File: src/rtl/simd_issue_unit.sv
// Issue/writeback stage around a 4-lane 8-bit SIMD ALU: small vector register file,
// registered ALU operands, per-lane merge on writeback, and in-flight result forwarding.
module simd_issue_unit #(
   parameter int REG_ADDR_W = 2,
   parameter int CNT_W      = 16
) (
   input  logic                        clk,
   input  logic                        rst_n,
   input  logic                        instr_valid,
   output logic                        instr_ready,
   input  logic [6+3*REG_ADDR_W-1:0]   instr,
   input  logic                        ld_en,
   input  logic [REG_ADDR_W-1:0]       ld_addr,
   input  logic [31:0]                 ld_data,
   output logic [31:0]                 vec_a,
   output logic [31:0]                 vec_b,
   output logic [3:0]                  mask,
   output logic [1:0]                  op,
   input  logic [31:0]                 alu_result,
   output logic                        wb_valid,
   output logic [REG_ADDR_W-1:0]       wb_addr,
   output logic [31:0]                 wb_data,
   output logic [CNT_W-1:0]            retire_count,
   input  logic [REG_ADDR_W-1:0]       dbg_addr,
   output logic [31:0]                 dbg_data
);

   localparam int NUM_REGS = 2**REG_ADDR_W;
   localparam int IW       = 6 + 3*REG_ADDR_W;

   logic [31:0]           rf [NUM_REGS];
   logic                  ex_valid;
   logic [REG_ADDR_W-1:0] ex_rd;

   logic [1:0]            dec_op;
   logic [3:0]            dec_mask;
   logic [REG_ADDR_W-1:0] dec_rd;
   logic [REG_ADDR_W-1:0] dec_ra;
   logic [REG_ADDR_W-1:0] dec_rb;
   logic                  issue;
   logic [31:0]           merged;
   logic [31:0]           fwd_a;
   logic [31:0]           fwd_b;

   assign dec_op   = instr[IW-1 -: 2];
   assign dec_mask = instr[IW-3 -: 4];
   assign dec_rd   = instr[3*REG_ADDR_W-1 -: REG_ADDR_W];
   assign dec_ra   = instr[2*REG_ADDR_W-1 -: REG_ADDR_W];
   assign dec_rb   = instr[REG_ADDR_W-1:0];

   assign instr_ready = ~ld_en;
   assign issue       = instr_valid & instr_ready;
   assign dbg_data    = rf[dbg_addr];

   // mask/op still describe the executing instruction until the next issue edge
   always_comb begin
      merged = '0;
      for (int i = 0; i < 4; i++) begin
         merged[8*i +: 8] = mask[i] ? alu_result[8*i +: 8] : rf[ex_rd][8*i +: 8];
      end
   end

   assign fwd_a = (ex_valid && (dec_ra == ex_rd)) ? merged : rf[dec_ra];
   assign fwd_b = (ex_valid && (dec_rb == ex_rd)) ? merged : rf[dec_rb];

   always_ff @(posedge clk) begin
      if (!rst_n) begin
         for (int i = 0; i < NUM_REGS; i++) begin
            rf[i] <= '0;
         end
         ex_valid     <= 1'b0;
         ex_rd        <= '0;
         vec_a        <= '0;
         vec_b        <= '0;
         mask         <= '0;
         op           <= '0;
         wb_valid     <= 1'b0;
         wb_addr      <= '0;
         wb_data      <= '0;
         retire_count <= '0;
      end else begin
         ex_valid <= issue;
         if (issue) begin
            vec_a <= fwd_a;
            vec_b <= fwd_b;
            mask  <= dec_mask;
            op    <= dec_op;
            ex_rd <= dec_rd;
         end
         wb_valid <= ex_valid;
         if (ex_valid) begin
            rf[ex_rd]    <= merged;
            wb_addr      <= ex_rd;
            wb_data      <= merged;
            retire_count <= retire_count + CNT_W'(1);
         end
         // host load is the later assignment so it wins over a same-address writeback
         if (ld_en) begin
            rf[ld_addr] <= ld_data;
         end
      end
   end

endmodule
File: config.mk
export PLATFORM = sky130hd
export DESIGN_NAME = simd_issue_unit
export DESIGN_NICKNAME = d
export VERILOG_FILES = /design/src/rtl/simd_issue_unit.sv
export SDC_FILE = /design/constraint.sdc
export NUM_CORES = 1
export LEC_CHECK = 0
export ABC_AREA = 1
export ABC_CLOCK_PERIOD_IN_PS = 4450
export BUFFER_PORTS_ARGS = -buffer_cell sky130_fd_sc_hd__buf_2
export CAP_MARGIN = 40
export CORE_ASPECT_RATIO = 0.5
export CORE_UTILIZATION = 48
export CTS_BUF_LIST = sky130_fd_sc_hd__clkbuf_4
export DETAILED_ROUTE_END_ITERATION = 10
export GPL_ROUTABILITY_DRIVEN = 0
export PLACE_DENSITY = 0.75
export SYNTH_ARGS = -nofsm -noshare
export SYNTH_HDL_FRONTEND = slang
export SYNTH_SLANG_ARGS = --single-unit
File: constraint.sdc
create_clock -name clk -period 4.45 [get_ports clk]
set_clock_uncertainty 0.1 [all_clocks]
set_input_delay 0.89 -clock clk [delete_from_list [all_inputs] [get_ports clk]]
set_output_delay 0.89 -clock clk [all_outputs]
set_load 0.02 [all_outputs]
=== Word level (Yosys, flattened, before mapping) ===
Memories as Yosys holds them, arrays and structs flattened. A register that Yosys moved wholly into a read port is not among the register bits.
Index checks and enable logic that the tools add are counted.

* Add/sub/neg operators: 1
* Muxes and demuxes: 19
* Bitwise gates (word level): 2
* Reduce and logical (&&, ||, !) cells: 4

{| class="wikitable"
|+ Operators by type and width
! operator !! number
|-
| 32-bit 2-to-1 mux || 2
|-
| 32-bit OR reduction || 2
|-
| 8-bit 2-to-1 mux || 4
|-
| 16-bit by 1-bit adder with 16-bit output, second input constant || 1
|-
| 1-bit 2-to-1 mux || 9
|-
| 2-bit 2-to-1 mux || 4
|-
| 1-bit logical NOT || 2
|-
| 1-bit AND || 1
|-
| 1-bit inverter || 1
|}

* Flip-flop bits (word level): 60
* Memory bits (writable): 128
* Output and inout port bits: 154
* Word-level logic and storage cells: 35
* Memories kept: 1

{| class="wikitable"
|+ Memories
! name !! depth !! bits a word !! read ports !! clocked after memory_dff !! write ports !! line !! RTL
|-
| rf || 4 || 32 || 4 || 3 || 4 || 31 || <nowiki>logic [31:0] rf [NUM_REGS];</nowiki>
|}

=== Depth between registers and ports, before layout ===
* Depth in word-level cells: 5
* Mapped depth: 12

=== Worst setup path after synthesis ===
No wires, ideal clock.

* Kind: input-to-reg
* From: input rst_n
* To: memory rf[3][0], enable pin
* Setup time: 0.470 ns
* Arrival: 3.620 ns
* Slack: 0.261 ns
* Cell stages on the path: 4
* Buffers on the path: 1
* Cell sequence: inv_2 -> nor2_2 -> buf_4 -> o31ai_1

{| class="wikitable"
|+ RTL lines
! item !! line !! RTL
|-
| from (decl) || 8 || <nowiki>input logic rst_n,</nowiki>
|-
| to (decl) || 31 ||
|}

=== Final worst setup path ===
* From: input dbg_addr[0]
* To: output dbg_data[21]

* Cells in the longest elaborated chain, start to end: 1

{| class="wikitable"
|+ Ends and longest elaborated chain
! item !! line !! RTL
|-
| from (decl) || 24 || <nowiki>input logic [REG_ADDR_W-1:0] dbg_addr,</nowiki>
|-
| memory read 4 x 32 bit || n/a ||
|-
| to (decl) || 25 || <nowiki>output logic [31:0] dbg_data</nowiki>
|}

No other way between the ends.

==> metrics.md <==
| Metric | Value |
|---|---|
| R2R Path End | rf[2][29]$_DFFE_PP_ |
| Site Rows | 44 |
| WHS | between 300 and 400 ps |
| Max Clk Rate | around 280 MHz |
| Crit path required time | between 3000 and 4000 ps |
| Placed standard-cell area | around 16,000 sq um |
| Flop pwr share | between 40% and 50% |
| Final cycle utilization of the critical path | roughly 79% |
| CP Launch Point | dbg_addr[0] |
| Internal power | about 3.8 mW |
| Post-synth cell types | 35 |
| Worst skew pair latency | 740 ps |
| Final hold vios | 0 |
| Clock power frac | approximately a third |
| DPL Wire Length | ~35 mm |
| Hold Buf Count CTS | 0 |
| Mean Syn Cell Area | roughly 7 sq um |
| Setup-failing EPs final | 0 |
| CTS Root Cell | clkbuf_4 |
| Reg-to-Reg Start | ex_valid$_SDFF_PN0_ |
| Commonest non-fill, non-tap cell in the layout | nand2_1 |
| Vias in the first global route | 14,900 |
| Initial DRC Count | approximately 2,800 |
| Grt met1 use | 45.2% |
| Sequential cell area fraction in the yosys report | between 40% and 50% |
| GRT met2 Usage | about 52% |
| Outcome | complete, no violations |
| Hold EP | op[1]$_SDFFE_PN0N_ |
| Final wirelength | between 50 and 60 mm |
| Pin count of the biggest net entering global routing | 65 |
| Worst endpoint data arrival time | 2540 ps |
| Storage cell area | roughly 6400 sq um |
| Global route overflow | 0 |
| Tot GR Track Use | around a third |
| Ratio of cells with drive above 1 in the final layout | between 15 and 20% |
| WS Path Type | in -> out |
| CTS H-Tree Depth | 2 |
| # IOs | 238 |
| Detail Route Antenna Nets | 0 |
| Finished Cell Area | ~17,000 sq um |
| Setup Buffers After CTS | 0 |
| Pins Over Slew Limit | 0 |
| M3 GR Usage | roughly 8.6% |
| Commonest non-fill, non-tap cells in the layout | 481 x nand2_1, 344 x nor2_1, 254 x o21ai_0 |
| Sink Count | roughly 250 |
| Setup TNS | 0 ps |
| Maximum vdd ir drop | 0.180 mV |
| Nets | about 2,400 |
| Residual DRC | 0 |
| Mapped Area | between 10,000 and 15,000 sq um |
| Initial DRT Pass Iterations | 8 |
| R2r setup slk | approximately 1500 ps |
| Cells after synthesis | 2,081 |
| Critical Path End Type | output pin |
| Final Core Density | between 50% and 60% |
| IO Port Bufs | about 240 |
| Max_cap viols | 0 |
| Area Overhead vs Synth | 14.6% |
| Synth warnings | 0 |
| Die extent in y | between 100 and 150 um |
| Global-route layer with the greatest usage | met2 |
| Die ar. | roughly 31,000 sq um |
| HP Start | instr[11] |
| Cells resized by post-CTS repair | 0 |
| Post-Syn Nets | approximately 2,200 |
| Power Density | between 300 and 400 nW/um^2 |
| FILL cells | between 2,000 and 3,000 |
| Maximum clock path buffer count | 3 |
| Sw power | between 1.5 and 2 mW |
| Tmin final | around 3500 ps |
| Switching Fraction | around a third |
| Total vias in the final route | 16,200 |
| Worst-path clk slew | 70 ps |
| Initial antenna violation count | 3 |
| Routed wire per std cell | slightly above 20 um |
| Flops & latches, synth | between 200 and 300 |
| Unrepaired setup endpoints after global routing | no |
| Die Width | about 250 um |
| Worst Tran Pin Value | 977 ps |
| HP Class | in -> reg |
| Via density | 5.98 |
| CTS buffer count | 57 |
| Worst-path fanout max | 30 |
| Core area | approximately 30,000 sq um |
| Crit path launch type | input pin |
| Worst relative slew slack | 34.8% |
| Gate power share | 19.5% |
| FF-to-FF path depth | 6 |
| Starting Density | between 40% and 50% |
| First-pass GRT wire length | about 83 mm |
| Min-Delay Path Depth | 3 |
| CTS tree | yes |
| Static leakage | roughly 7.5 nW |
| Area of the multi-input gates | about 7000 sq um |
==> synthesized netlist by cell type, drive strengths merged <==
cell type / n / area (sq um)
a22o: 1 / 8.76
a21oi: 48 / 323
inv: 165 / 619
o31ai: 1 / 7.51
nand3b: 1 / 7.51
nand2: 484 / 1830
o22ai: 192 / 1200
clkinv: 1 / 3.75
dfxtp: 126 / 2520
clkbuf: 90 / 338
nor3: 8 / 45.0
nor3b: 1 / 7.51
a31oi: 2 / 12.5
and3: 2 / 12.5
edfxtp: 128 / 3840
xnor2: 2 / 17.5
buf: 63 / 392
o21a: 1 / 7.51
o21ai: 274 / 1370
ha: 1 / 12.5
nand3: 141 / 766
nor2: 349 / 1340
==> critical path, stage by stage <==
cell and delay (ps):
buf_2 290, inv_2 360, buf_4 350, o21ai_0 120
o22ai_1 280, buf_2 240
==> final cells by class <==
cell class	instances	share of cell area (%)
antenna	3	0.0446
clock buffer	83	3.70
clock inverter	21	0.490
inverter	166	3.71
multi-input combinational	1508	41.5
sequential	254	37.8
tap	391	2.90
timing repair buffer	285	9.84
==> registers in the layout (all words and copies together), names as in the netlist, named ones only <==
name and cells:
rf 128, vec_a 32, vec_b 32, wb_data 32, retire_count 16, mask 4
ex_rd 2, op 2, wb_addr 2, ex_valid 1, wb_valid 1
==> routing by layer <==
metal  vias to the layer above  routed length, um
met3                       190               7780
li1                       7403                  -
met1                      7353              21000
met5                         -                  0
met2                      1266              23700
met4                         0               2510
==> cell families after synthesis <==
family	count (synthesis)	synth area share [%]
and+or+nand+nor	986	27.3
AOI/OAI and AO/OA	519	20.0
buffers and inverters	319	9.21
DFF	254	43.3
xor gates and xnor gates	2	0.119
adders and majority gates	1	0.0852
==> stage by stage <==
step	power [mW]	cells	setup slack, ps
detailed placement	3.86	2604	1040
global placement	3.83	2599	1030
finish	5.69	2711	924
CTS	5.66	2708	1040
floorplan	3.46	2081	261
global route	5.93	2711	901
==> power groups by stage <==
stage          clock (mW)  sequential [mW]  combinational (mW)
3_5_place_dp            0             2.78                1.08
4_1_cts              1.85             2.73                1.08
5_1_grt              1.99             2.75                1.19
2_1_floorplan           0             2.81               0.645
6_report             1.84             2.73                1.11
3_3_place_gp            0             2.78                1.05
==> how the worst max path moves through the flow <==
stage / end / slack [ps] / depth (start not counted)
2_1_floorplan: rf[3][0]$_DFFE_PP_ / 260 / 4
3_3_place_gp: dbg_data[21] / 1030 / 6
3_5_place_dp: dbg_data[21] / 1040 / 6
4_1_cts: dbg_data[21] / 1040 / 6
5_1_grt: dbg_data[5] / 900 / 5
6_report: dbg_data[21] / 920 / 6
Note: power is estimated with default switching activity, not from simulation.
